[config.mk]
export PLATFORM = sky130hd
export DESIGN_NAME = uart_hamming_receiver_flat
export DESIGN_NICKNAME = d
export VERILOG_FILES = /design/src/rtl/uart_hamming_receiver_if.sv /design/src/rtl/uart_hamming_receiver.sv /design/src/flat_wrapper.sv
export SDC_FILE = /design/constraint.sdc
export NUM_CORES = 1
export LEC_CHECK = 0
export ABC_AREA = 1
export CAP_MARGIN = 30
export CORE_UTILIZATION = 50
export CTS_CLUSTER_SIZE = 16
export DETAILED_ROUTE_END_ITERATION = 16
export HOLD_SLACK_MARGIN = 0.05
export PLACE_DENSITY_LB_ADDON = 0.25
export SYNTH_ARGS = -nofsm -noshare
export SYNTH_HDL_FRONTEND = slang
export SYNTH_SLANG_ARGS = --single-unit
[constraint.sdc]
create_clock -name clk -period 4.4 [get_ports clk]
set_clock_uncertainty 0.05 [all_clocks]
set_input_delay 0.66 -clock clk [delete_from_list [all_inputs] [get_ports clk]]
set_output_delay 0.66 -clock clk [all_outputs]
set_load 0.01 [all_outputs]
[src/rtl/uart_hamming_receiver_if.sv]
// Receiver-side bus of the Hamming-protected UART link.
// rx         : serial line into the receiver (idle high)
// data_out   : decoded nibble
// data_valid : one-cycle strobe, data_out/corrected valid
// corrected  : single-bit error was fixed in this frame
// frame_err  : one-cycle strobe on a bad frame
// busy       : receiver FSM not idle
// master = the receiver, slave = whoever drives rx and consumes the results.
interface uart_hamming_receiver_if;
  logic       rx;
  logic [3:0] data_out;
  logic       data_valid;
  logic       corrected;
  logic       frame_err;
  logic       busy;

  modport master (
    input  rx,
    output data_out,
    output data_valid,
    output corrected,
    output frame_err,
    output busy
  );

  modport slave (
    output rx,
    input  data_out,
    input  data_valid,
    input  corrected,
    input  frame_err,
    input  busy
  );
endinterface

[src/rtl/uart_hamming_receiver.sv]
// Receive end of the Hamming-protected UART link. Deserialises 8N1 frames and decodes the
// Hamming(7,4) codeword in bits [6:0] of the byte (bit 7 is a pad that must be 0), correcting
// any single-bit error.
// Ports:
//   clk : system clock
//   rst : asynchronous active-high reset
//   bus : uart_hamming_receiver_if.master (rx in; data_out, data_valid, corrected,
//         frame_err, busy out)
module uart_hamming_receiver #(
  parameter int unsigned CLKS_PER_BIT = 16  // >= 4 and even
) (
  input  logic                          clk,
  input  logic                          rst,
  uart_hamming_receiver_if.master       bus
);

  localparam int unsigned CntW = $clog2(CLKS_PER_BIT);
  localparam logic [CntW-1:0] CntFull = CntW'(CLKS_PER_BIT - 1);
  localparam logic [CntW-1:0] CntHalf = CntW'(CLKS_PER_BIT / 2 - 1);

  typedef enum logic [2:0] {
    StIdle,
    StStart,
    StData,
    StStop,
    StDrain
  } state_e;

  state_e          state_q, state_d;
  logic [CntW-1:0] cnt_q, cnt_d;
  logic [2:0]      bit_idx_q, bit_idx_d;
  logic [7:0]      shift_q, shift_d;
  logic [3:0]      data_q, data_d;
  logic            valid_q, valid_d;
  logic            corr_q, corr_d;
  logic            ferr_q, ferr_d;

  // Two-flop synchroniser; resets to the idle (high) line level.
  logic rx_meta_q, rx_s_q;

  always_ff @(posedge clk or posedge rst) begin
    if (rst) begin
      rx_meta_q <= 1'b1;
      rx_s_q    <= 1'b1;
    end else begin
      rx_meta_q <= bus.rx;
      rx_s_q    <= rx_meta_q;
    end
  end

  // Hamming(7,4) decode of the assembled byte; code[i] is position i+1.
  logic [6:0] code;
  logic [2:0] syn;
  logic [6:0] flip;
  logic [6:0] fixed;
  logic [3:0] nibble;

  always_comb begin
    code   = shift_q[6:0];
    syn[0] = code[0] ^ code[2] ^ code[4] ^ code[6];
    syn[1] = code[1] ^ code[2] ^ code[5] ^ code[6];
    syn[2] = code[3] ^ code[4] ^ code[5] ^ code[6];
    flip   = '0;
    if (syn != 3'd0) begin
      flip = 7'b000_0001 << (syn - 3'd1);
    end
    fixed  = code ^ flip;
    nibble = {fixed[6], fixed[5], fixed[4], fixed[2]};
  end

  always_comb begin
    state_d   = state_q;
    cnt_d     = cnt_q;
    bit_idx_d = bit_idx_q;
    shift_d   = shift_q;
    data_d    = data_q;
    valid_d   = 1'b0;
    corr_d    = 1'b0;
    ferr_d    = 1'b0;

    unique case (state_q)
      StIdle: begin
        cnt_d     = '0;
        bit_idx_d = '0;
        if (!rx_s_q) begin
          state_d = StStart;
        end
      end

      StStart: begin
        if (cnt_q == CntHalf) begin
          cnt_d   = '0;
          // A line back high at mid-start was a glitch, not a frame.
          state_d = rx_s_q ? StIdle : StData;
        end else begin
          cnt_d = cnt_q + 1'b1;
        end
      end

      StData: begin
        if (cnt_q == CntFull) begin
          cnt_d     = '0;
          shift_d   = {rx_s_q, shift_q[7:1]};
          bit_idx_d = bit_idx_q + 3'd1;
          if (bit_idx_q == 3'd7) begin
            state_d = StStop;
          end
        end else begin
          cnt_d = cnt_q + 1'b1;
        end
      end

      StStop: begin
        if (cnt_q == CntFull) begin
          cnt_d = '0;
          if (!rx_s_q) begin
            ferr_d  = 1'b1;
            state_d = StDrain;
          end else if (shift_q[7]) begin
            ferr_d  = 1'b1;
            state_d = StIdle;
          end else begin
            valid_d = 1'b1;
            corr_d  = (syn != 3'd0);
            data_d  = nibble;
            state_d = StIdle;
          end
        end else begin
          cnt_d = cnt_q + 1'b1;
        end
      end

      // Wait out a break so a held-low line is not taken as a fresh start bit.
      StDrain: begin
        if (rx_s_q) begin
          state_d = StIdle;
        end
      end

      default: state_d = StIdle;
    endcase
  end

  always_ff @(posedge clk or posedge rst) begin
    if (rst) begin
      state_q   <= StIdle;
      cnt_q     <= '0;
      bit_idx_q <= '0;
      shift_q   <= '0;
      data_q    <= '0;
      valid_q   <= 1'b0;
      corr_q    <= 1'b0;
      ferr_q    <= 1'b0;
    end else begin
      state_q   <= state_d;
      cnt_q     <= cnt_d;
      bit_idx_q <= bit_idx_d;
      shift_q   <= shift_d;
      data_q    <= data_d;
      valid_q   <= valid_d;
      corr_q    <= corr_d;
      ferr_q    <= ferr_d;
    end
  end

  assign bus.data_out   = data_q;
  assign bus.data_valid = valid_q;
  assign bus.corrected  = corr_q;
  assign bus.frame_err  = ferr_q;
  assign bus.busy       = (state_q != StIdle);

endmodule

[src/flat_wrapper.sv]
// flat-port wrapper written by rule: the top's interface ports become plain ports
module uart_hamming_receiver_flat 
#(
  parameter int unsigned CLKS_PER_BIT = 16                  
)
  (clk, rst, bus_rx, bus_data_out, bus_data_valid, bus_corrected, bus_frame_err, bus_busy);
  uart_hamming_receiver_if bus_i ();
  input  logic clk;
  input  logic rst;
  input wire logic [$bits(bus_i.rx)-1:0] bus_rx;
  output wire logic [$bits(bus_i.data_out)-1:0] bus_data_out;
  output wire logic [$bits(bus_i.data_valid)-1:0] bus_data_valid;
  output wire logic [$bits(bus_i.corrected)-1:0] bus_corrected;
  output wire logic [$bits(bus_i.frame_err)-1:0] bus_frame_err;
  output wire logic [$bits(bus_i.busy)-1:0] bus_busy;
  assign bus_i.rx = bus_rx;
  assign bus_data_out = bus_i.data_out;
  assign bus_data_valid = bus_i.data_valid;
  assign bus_corrected = bus_i.corrected;
  assign bus_frame_err = bus_i.frame_err;
  assign bus_busy = bus_i.busy;
  uart_hamming_receiver #(.CLKS_PER_BIT(CLKS_PER_BIT)) u_core (.clk(clk), .rst(rst), .bus(bus_i));
endmodule
# --- Word level (Yosys, flattened, before mapping) ---
# Index checks and enable logic that the tools add are counted.
op_classes:
  bitwise: 11
  shifts: 1
  n_reduce_logical: 10
  addsub: 3
  eq_ne: 13
  n_mux: 27
ops:
  columns: ["operator", "n"]
  rows:
  - ["3-bit two-way mux", 8]
  - ["3-bit case mux with 5 select lines", 1]
  - ["1-bit two-way mux", 12]
  - ["4-bit case mux with 3 select lines", 1]
  - ["2-bit by 1-bit inequality test with 1-bit output (second input constant)", 5]
  - ["3-bit nonzero test", 3]
  - ["1-bit XOR", 9]
  - ["4-bit two-way mux", 2]
  - ["7-bit two-way mux", 1]
  - ["1-bit by 3-bit left shift with 7-bit output (first input constant)", 1]
  - ["7-bit XOR", 1]
  - ["3-bit by 2-bit == test with 1-bit output (second input constant)", 2]
  - ["3-bit == test (second input constant)", 2]
  - ["3-bit case mux with 2 select lines", 1]
  - ["6-bit AND reduction", 1]
  - ["4-bit by 1-bit adder with 4-bit output (second input constant)", 1]
  - ["4-bit by 3-bit == test with 1-bit output (second input constant)", 1]
  - ["4-bit == test (second input constant)", 1]
  - ["2-bit AND reduction", 2]
  - ["4-bit AND reduction", 1]
  - ["3-bit by 1-bit adder with 3-bit output (second input constant)", 1]
  - ["3-bit by 1-bit == test with 1-bit output (second input constant)", 1]
  - ["3-bit zero test", 1]
  - ["3-bit by 1-bit subtractor with 3-bit output (second input constant)", 1]
  - ["5 further kinds", 5]
word_totals:
  input_bits: 3
  wordCells: 75
  ff_bits: 27
  output_inout_bits: 8

# --- Depth between registers and ports, before layout ---
# Gate-level depths: netlist of the first run.
depth:
  word_depth: 8
  ltp_mapped: 14
  mapped_depth_nobuf: 14

# --- Worst setup path before layout of the first run ---
# Ideal clock, no wire load.
synth_path:
  path_kind: "reg-to-reg"
  startpoint: "reg u_core.shift_q[6]"
  endpoint: "reg u_core.data_q[2] (netlist: u_core.bus.data_out[2])"
  path_buffers: 0
  stages_incl_launch_ff: 15
  arrival_time_ns: 1.743
  slack_ns: 2.490
  cell_sequence: "dfrtp_1 > inv_2 > nand2_1 > nand2_2 > clkinv_1 > nand2_2 > nand2_4 > nor2_1 > ha_1 > nor2_1 > inv_1 > nor2_1 > nand3_1 > nand3_1 > nand2_1"
synth_via:
  elab_chain_cells: 5
  elab_cells_between_ends: 8
  classes_between: "add/sub (1); shift (1); mux (1); bitwise (4); reduce/logical (1)"
synth_rtl:
  columns: ["element", "line", "source"]
  rows:
  - ["start: declaration", "uart_hamming_receiver.sv:32", "logic [7:0] shift_q, shift_d;"]
  - ["start signal: assignment", "uart_hamming_receiver.sv:158", "shift_q <= shift_d;"]
  - ["1-bit XOR (on tied branches)", "uart_hamming_receiver.sv:60, uart_hamming_receiver.sv:61, uart_hamming_receiver.sv:62", null]
  - ["3-bit by 1-bit subtractor with 3-bit output", "uart_hamming_receiver.sv:65", "flip = 7'b000_0001 << (syn - 3'd1);"]
  - ["1-bit by 3-bit left shift with 7-bit output", "uart_hamming_receiver.sv:65", null]
  - ["7-bit two-way mux (*)", "uart_hamming_receiver.sv:64", "if (syn != 3'd0) begin"]
  - ["7-bit XOR (*)", "uart_hamming_receiver.sv:67", "fixed = code ^ flip;"]
  - ["end signal: assignment", "uart_hamming_receiver.sv:159", "data_q <= data_d;"]
  - ["end: declaration", "uart_hamming_receiver.sv:33", "logic [3:0] data_q, data_d;"]
# Every way passes the cells marked *; elsewhere a longest branch is shown, timed or not.
# A chain may end at the register's enable or synchronous reset.

# --- Worst setup path in the final report of the first run ---
layout_path:
  startpoint: "reg u_core.state_q[0]"
  endpoint: "out bus_busy"
layout_via:
  elab_chain_cells: 1
layout_rtl:
  columns: ["element", "line", "source"]
  rows:
  - ["start: declaration", "uart_hamming_receiver.sv:29", "state_e state_q, state_d;"]
  - ["start signal: assignment", "uart_hamming_receiver.sv:146", "state_q <= StIdle;"]
  - ["start signal: assignment", "uart_hamming_receiver.sv:155", "state_q <= state_d;"]
  - ["3-bit nonzero test", "uart_hamming_receiver.sv:170", "assign bus.busy = (state_q != StIdle);"]
  - ["end: declaration", "flat_wrapper.sv:15", "output wire logic [$bits(bus_i.busy)-1:0] bus_busy;"]
# No other way between the ends.

==> out/results.ini, run 1 <==
[sta]
period_needed_ps=2500
fmax_mhz=400
rsz0062_at_grt=no
max_slew_margin_pct=74.2
hold_viol_final=0
setup_viol=0
max_slew.worst_pin.slew_ps=386
setup_tns_ps=0
period_share_pct=56.9
maxSlewViolCount=0

[synthesis]
avgSynthCellArea_sq_um=7.91
ys_seq_area_share_pct=47.1
ys_async_sr_fraction_pct=100
synth-edff-count=0
synth_top_area_share_pct=43.4
synth_cells=182
ys.flop_type=dfrtp_1
synth_area_leaders=dfrtp_1 43%, nand2_1 14%, nand3_1 6.3%, nor2_1 4.4%, nand2_2 3.9%
synth_seq_cells=27
synth_nets=189
yosysTopAreaCell=dfrtp_1
synth_cell_types=27
synth_area_sq_um=1440
yosys_warnings=0

[setup_path]
slowest_delay_ps=490
critPathBufInv=3
r2r-start=u_core.shift_q[6]
crit_family=buffers and inverters
crit_path_end_kind=output pin
critPathArrivalTime_ps=1790
cpMaxStageDelayCell=clkdlybuf4s50_1
worstSetupPathType=flop to output pin
worst-path-max-fanout=5
crit_path_start=u_core.state_q[0]
crit_chain=nor2_1 -> inv_1 -> nor2_1 -> inv_1 -> clkdlybuf4s50_1
startpoint_type=flop
required_ps=3690

[route]
drtIter0Drc=51
via_per_inst=5.14
ant_nets=0
vias=1167
first_pass_iters=4
routed_wirelength_um=2620
post_drt_wl_per_cell_um=11.5
drcViolationCount=0

[cts]
clock_sinks=27
cts_tree=done
clk_path_buf_depth=2
htreeDepth=1
clk-insertion-delay-late_ps=320
holdBufCountCts=0
clk_pin_slew_worst_paths_ps=140
post_cts_buffers=0
cts.repair.resized=0
cts_root_buffer=clkbuf_4
cts_buffers=3

[cells_and_area]
multi_input_area_sq_um=679
finalNonFillerCells=227
layout-drive-gt1-share_pct=14.8
final_common_cell=nand2_1
nFillCells=240
syn2layout_area_growth_pct=12.9
diodes=0
layout_common_cells=54 x nand2_1, 25 x dfrtp_1, 18 x nand3_1, 17 x nor2_1, 13 x inv_1
final_nets=204
regArea_sq_um=678

[die]
die_w_um=55.7
num_rows=19
ios=11
dieArea_sq_um=3100
start_util_pct=52.7
die_h_um=55.7
coreArea_sq_um=2730

[placement]
dpl.cell_count=223
port_buffers=10
gp_congestion=0.859
hpwl_um=2080

[global_routing]
antenna_found_initial=0
gr-total-overflow=0
grt_pass1_vias=1117
grt_pass1_wl_um=4980
grt_max_degree=21
grtUsageTotal_pct=19.9

[power_and_ir_drop]
fin_total_pwr_mw=0.665
ir_drop_mv=0.264
power_density_nw_per_um2=409
p_leak_nw=0.806

[worst_hold_path]
hold_class=flop to flop
worstHoldStart=u_core.rx_meta_q

[run_status]
outcome=completed

[run]
maxCapViolations=0

-- final cells by class --
class                   instances  area share [%]
clock buffers                   4            1.62
repair buffers                 11            7.85
inverters                      20            4.62
well taps                      31            2.39
multi-input cells             134            41.8
flip-flops and latches         27            41.7
-- per-layer routing --
metal	share of wire (%)	global-route usage [%]
met5	0	0
met4	0.84	6.43
met3	3.4	2.33
met2	45	31.8
met1	50	28.4
-- sequential cells by signal, summed over array words and instances, names as in the netlist --
name	count
u_core.bit_idx_q	3
u_core.bus.corrected	1
u_core.bus.data_out	4
u_core.bus.data_valid	1
u_core.bus.frame_err	1
u_core.cnt_q	4
u_core.rx_meta_q	1
u_core.rx_s_q	1
u_core.shift_q	8
u_core.state_q	3
-- per-stage QoR --
step           hold slack [ps]  utilization, %  cell area [sq um]  worst slack [ps]
3_5_place_dp               299            58.5               1600              2230
3_3_place_gp               296            57.5               1570              2280
2_1_floorplan              295               -               1440              2490
5_1_grt                    321            59.5               1630              1730
6_report                   317            59.5               1630              1900
4_1_cts                    319            59.5               1630              1880
-- Yosys cell counts (2+ instances only) --
cell / count
a21oi_1: 3
dfrtp_1: 25
dfstp_2: 2
ha_1: 4
inv_1: 13
inv_2: 6
nand2_1: 54
nand2_2: 9
nand2_4: 2
nand3_1: 18
nand4_1: 4
nor2_1: 17
nor2_4: 2
nor3_1: 2
o21ai_0: 9
-- path summary, 6_finish.rpt --
check                                          to  slack (ps)  depth (start not counted)
max                                      bus_busy        1900                          5
min                                 u_core.rx_s_q         320                          0
max reg2reg                u_core.bus.data_out[2]        2220                         13
min reg2reg                         u_core.rx_s_q         320                          0
max in group asynchronous           u_core.rx_s_q        3250                          3
min in group asynchronous    u_core.bus.corrected         560                          2
-- cells by family after synthesis --
| group | Yosys count | share of synthesized area, % |
|---|---|---|
| DFF | 27 | 47.1 |
| xor gates and xnor gates | 2 | 1.22 |
| buffers and inverters | 21 | 5.73 |
| adders and majority gates | 4 | 3.48 |
| AOI/OAI and AO/OA | 17 | 6.60 |
| and+or+nand+nor | 111 | 35.9 |
-- power by group --
group | total, mW | switching [mW] | internal, mW
Sequential | 0.325 | 0.0402 | 0.285
Clock | 0.106 | 0.0710 | 0.0354
Combinational | 0.233 | 0.147 | 0.0860
No activity file was read; power rests on OpenSTA's default activity.
==> run 2, diff against run 1 <==
==> constraint.sdc (replaced) <==
create_clock -name clk -period 2.28 [get_ports clk]
set_clock_uncertainty 0.05 [all_clocks]
set_input_delay 0.342 -clock clk [delete_from_list [all_inputs] [get_ports clk]]
set_output_delay 0.342 -clock clk [all_outputs]
set_load 0.01 [all_outputs]
==> run 2 against run 1 <==
  * Sequential power is 96% higher
  * Clock power is 91% higher
  * Power is 98% higher
  * Register-to-register slack worse by 2100 ps
==> out/results.ini, run 2 (synthesized netlist as in run 1, its figures left out) <==
[cells_and_area]
layout-drive-gt1-share_pct=17.3  ; +2.6 points
final_common_cell=nand2_1
regArea_sq_um=679  ; +0.18%
diodes=0  ; unchanged
layout_common_cells=54 x nand2_1, 24 x dfrtp_1, 18 x nand3_1, 14 x nor2_1, 13 x inv_1
multi_input_area_sq_um=692  ; +1.8%
final_nets=204  ; unchanged
nFillCells=248  ; +3.3%
largest_reg_flops=8  ; unchanged
syn2layout_area_growth_pct=12.5
top_register=u_core.shift_q

[cts]
clk_path_buf_depth=2  ; unchanged
htreeDepth=1  ; unchanged
cts_root_buffer=clkbuf_4
clk-insertion-delay-late_ps=320  ; about the same
cts_tree=done
holdBufCountCts=0  ; unchanged
clk_pin_slew_worst_paths_ps=150  ; about the same
cts_buffers=3  ; unchanged
clock_sinks=27  ; unchanged

[power_and_ir_drop]
p_leak_nw=0.799  ; -0.89%
power_density_nw_per_um2=812  ; +98%
ir_drop_mv=0.612  ; +130%

[die]
coreArea_sq_um=2730  ; unchanged
die_h_um=55.7  ; unchanged
die_w_um=55.7  ; unchanged
start_util_pct=52.7  ; unchanged
num_rows=19  ; unchanged
ios=11  ; unchanged
dieArea_sq_um=3100  ; unchanged

[setup_path]
critPathArrivalTime_ps=1760  ; -30 ps
startpoint_type=flop
crit_path_end_kind=output pin
worstSetupPathType=flop to output pin
reg2regPathDepth=14  ; +1
crit_path_start=u_core.state_q[0]
r2r-start=u_core.shift_q[6]
worst-path-max-fanout=5  ; unchanged
required_ps=1890  ; -1800 ps

[sta]
period_needed_ps=2150
hold_ws_ps=306  ; -11.0 ps
period_share_pct=94.3
max_slew.worst_pin.slew_ps=338  ; -47.8 ps
fmax_mhz=465
setup_tns_ps=0  ; unchanged
hold_viol_final=0  ; unchanged
maxSlewViolCount=0  ; unchanged
setup_viol=0  ; unchanged
rsz0062_at_grt=no
max_slew_margin_pct=77.4  ; +3.2 points

[route]
drcViolationCount=0  ; unchanged
post_drt_wl_per_cell_um=11.6  ; +0.31%
routed_wirelength_um=2630  ; +0.31%
ant_nets=0  ; unchanged
drtIter0Drc=67  ; +31%
via_per_inst=5.29  ; +2.8%
first_pass_iters=4  ; unchanged
vias=1200  ; +2.8%

[global_routing]
grt_max_degree=28  ; +33%
grtUsageTotal_pct=18.1  ; -1.8 points
grt_pass1_wl_um=4540  ; -8.9%
grt_pass1_vias=1071  ; -4.1%
antenna_found_initial=0  ; unchanged
gr-total-overflow=0  ; unchanged

[placement]
gp_congestion=0.820  ; -4.6%
port_buffers=10  ; unchanged
hpwl_um=1970  ; -5.2%

[worst_hold_path]
hold_class=input port to asynchronous set/reset pin

[run_status]
outcome=completed

[run]
maxCapViolations=0  ; unchanged

-- run 2: report_power, final --
group          leakage (nW)  switching (mW)  internal [mW]
logic                 0.426           0.304          0.173
registers             0.356          0.0850          0.552
clock network        0.0177           0.137         0.0656
total                 0.799           0.526          0.791
-- run 2: worst max-delay path, stage by stage, from the launching register on --
cell and delay [ps]:
dfrtp_2 470, nor2_2 150, inv_1 90, nor2_2 130
inv_1 100, clkdlybuf4s50_1 490
-- run 2: what timing repair did --
item	CTS	global route
setup buffers	0	0
endpoints found under the setup margin	0	4
resized for setup	0	5
-- run 2: per-layer routing --
metal / global-route usage [%] / part of all wire [%] / up-vias
met4: 6.07 / 1.1 / 0
li1: - / - / 610
met3: 2.33 / 4.1 / 4
met2: 29.4 / 47 / 30
met1: 25.2 / 47 / 556
met5: 0 / 0 / -
-- run 2: worst paths after layout --
kind | end | slack, ps
min in group clk | u_core.rx_s_q | 320
setup / recovery | bus_busy | 130
hold reg to reg | u_core.rx_s_q | 320
max in group asynchronous | u_core.rx_meta_q | 1580
hold / removal | u_core.bus.data_out[3] | 310
setup reg to reg | u_core.bus.data_out[2] | 160
-- run 2: cell type report --
type                       count  area share [%]
multi-input combinational    134            42.7
sequential                    27            41.9
timing repair buffer          11            6.64
inverter                      20            4.63
tap                           31            2.39
clock buffer                   3            1.39
clock inverter                 1           0.309
-- run 2: metrics by stage --
stage / utilization, % / power, mW / instance area, sq um / instances / setup WS [ps]
detailed placement: 57.8 / 1.09 / 1580 / 223 / 103
floorplan: - / 0.984 / 1440 / 182 / 370
finish: 59.3 / 1.32 / 1620 / 227 / 129
CTS: 58.8 / 1.30 / 1610 / 227 / 14.3
global placement: 57.8 / 1.07 / 1580 / 223 / 239
global route: 59.3 / 1.42 / 1620 / 227 / 23.3
==> run 3, diff against run 2 <==
==> constraint.sdc (replaced) <==
create_clock -name clk -period 2.8 [get_ports clk]
set_clock_uncertainty 0.05 [all_clocks]
set_input_delay 0.42 -clock clk [delete_from_list [all_inputs] [get_ports clk]]
set_output_delay 0.42 -clock clk [all_outputs]
set_load 0.01 [all_outputs]
==> run 3 against run 2 <==
  * Sequential share of layout area up 0.22 points
  * Final cell count unchanged
  * Worst hold slack better by 11 ps
  * Global-route usage up 0.40 points
  * Sequential cell count unchanged
  * Register-to-register slack gained 370 ps
  * First-iteration DRC count down 27%
  * Sequential power down 19%
  * Clock power is 11% lower
  * Combinational power fell by 22%
  * Critical path type unchanged
  * Largest cell class unchanged
  * Largest power group unchanged
==> out/results.ini, run 3 (synthesized netlist as in run 1, its figures left out) <==
[run_status]
outcome=completed

[setup_path]
crit_chain=nor2_1 -> inv_1 -> nor2_1 -> inv_1 -> clkdlybuf4s50_1
worst-path-max-fanout=5  ; unchanged
crit_family=buffers and inverters
worstSetupPathType=flop to output pin
r2r-start=u_core.shift_q[6]
critPathBufInv=3  ; unchanged
required_ps=2330  ; +440 ps
cp_num_cells=5  ; unchanged
startpoint_type=flop
crit_path_start=u_core.state_q[0]
crit_path_end_kind=output pin
reg2regPathDepth=14  ; unchanged
timing.rr.end=u_core.bus.data_out[2]
slowest_delay_ps=490  ; about the same
crit_end=bus_busy
critPathArrivalTime_ps=1920  ; +160 ps
r2r_setup_slack_ps=530  ; +370 ps
cpMaxStageDelayCell=clkdlybuf4s50_1

[sta]
period_needed_ps=2390
max_slew_margin_pct=74.2  ; -3.3 points
hold_viol_final=0  ; unchanged
maxSlewViolCount=0  ; unchanged
setup_viol=0  ; unchanged
rsz0062_at_grt=no
fmax_mhz=419
max_slew.worst_pin.slew_ps=386  ; +47.5 ps
period_share_pct=85.3
setup_tns_ps=0  ; unchanged

[die]
num_rows=19  ; unchanged
dieArea_sq_um=3100  ; unchanged
ios=11  ; unchanged
die_h_um=55.7  ; unchanged
start_util_pct=52.7  ; unchanged
coreArea_sq_um=2730  ; unchanged
die_w_um=55.7  ; unchanged

[global_routing]
antenna_found_initial=0  ; unchanged
gr-total-overflow=0  ; unchanged
grt_max_degree=28  ; unchanged
grt_pass1_vias=1061  ; -0.93%
grtUsageTotal_pct=18.5  ; +0.40 points
grt_pass1_wl_um=4580  ; +0.90%

[cts]
clock_sinks=27  ; unchanged
htreeDepth=1  ; unchanged
cts.repair.resized=0  ; unchanged
clk_path_buf_depth=2  ; unchanged
cts_tree=done
clk-insertion-delay-late_ps=340  ; +20 ps
clk_pin_slew_worst_paths_ps=160  ; about the same
cts_buffers=3  ; unchanged
post_cts_buffers=0  ; unchanged
cts_root_buffer=clkbuf_4
holdBufCountCts=0  ; unchanged

[placement]
gp_congestion=0.837  ; +2.1%
port_buffers=10  ; unchanged
placed_area_sq_um=1580  ; unchanged
hpwl_um=1960  ; -0.46%

[route]
post_drt_wl_per_cell_um=11.8  ; +1.8%
first_pass_iters=4  ; unchanged
ant_nets=0  ; unchanged
via_per_inst=5.27  ; -0.25%
vias=1197  ; -0.25%
drcViolationCount=0  ; unchanged
routed_wirelength_um=2670  ; +1.8%
drtIter0Drc=49  ; -27%

[cells_and_area]
syn2layout_area_growth_pct=11.7
layout_common_cells=54 x nand2_1, 25 x dfrtp_1, 18 x nand3_1, 17 x nor2_1, 13 x inv_1
top_register=u_core.shift_q
largest_reg_flops=8  ; unchanged
final_cell_area_sq_um=1610  ; -0.69%
layout-drive-gt1-share_pct=15.3  ; -2.0 points
final_common_cell=nand2_1
diodes=0  ; unchanged
final_nets=204  ; unchanged

[power_and_ir_drop]
ir_drop_mv=0.526  ; -14%
p_leak_nw=0.798  ; -0.21%
power_density_nw_per_um2=663  ; -18%

[worst_hold_path]
hold_class=flop to flop

[run]
maxCapViolations=0  ; unchanged

-- run 3: final cells by class --
cell class / instances / area (sq um)
clock buffer: 3 / 22.5
clock inverter: 1 / 7.51
fill: 245 / 1120
inverter: 20 / 75.1
multi-input combinational: 134 / 679
sequential: 27 / 678
tap: 31 / 38.8
timing repair buffer: 11 / 108
-- run 3: per-layer routing --
layer / track usage [%] / up-vias / part of all wire (%)
met3: 2.56 / 5 / 3.6
met4: 8.57 / 0 / 1.9
met5: 0 / - / 0
met2: 28.6 / 25 / 45
met1: 26.0 / 560 / 49
li1: - / 607 / -
-- run 3: power breakdown --
group	internal (mW)	leakage, nW	switching (mW)
Clock	0.0549	0.0139	0.124
Combinational	0.134	0.426	0.239
Sequential	0.448	0.357	0.0665
-- run 3: how the worst min path moves through the flow --
stage	startpoint	end	slack, ps	cells after the start
5_1_grt	u_core.rx_meta_q	u_core.rx_s_q	330	0
3_5_place_dp	u_core.rx_meta_q	u_core.rx_s_q	300	0
6_report	u_core.rx_meta_q	u_core.rx_s_q	320	0
3_3_place_gp	u_core.rx_meta_q	u_core.rx_s_q	300	0
2_1_floorplan	u_core.rx_meta_q	u_core.rx_s_q	300	0
4_1_cts	u_core.rx_meta_q	u_core.rx_s_q	320	0
-- run 3: worst reg2reg max path, cell delays in order, from the launching register on --
cell and delay [ps]:
dfrtp_1 480, inv_2 120, nand2_1 80, nand2_2 100, clkinv_1 80, nand2_2 70
nand2_4 80, nor2_1 120, ha_1 260, nor2_1 340, inv_1 80, nor2_1 110
nand3_1 70, nand3_1 90, nand2_1 50
-- run 3: metrics by stage --
| step | total power, mW | utilization [%] | instances | hold slack, ps | setup WS [ps] |
|---|---|---|---|---|---|
| 6_report | 1.07 | 58.9 | 227 | 317 | 412 |
| 5_1_grt | 1.14 | 58.9 | 227 | 327 | 303 |
| 4_1_cts | 1.07 | 58.9 | 227 | 318 | 426 |
| 3_5_place_dp | 0.888 | 57.8 | 223 | 298 | 634 |
| 3_3_place_gp | 0.868 | 57.8 | 223 | 296 | 759 |
| 2_1_floorplan | 0.801 | - | 182 | 295 | 890 |
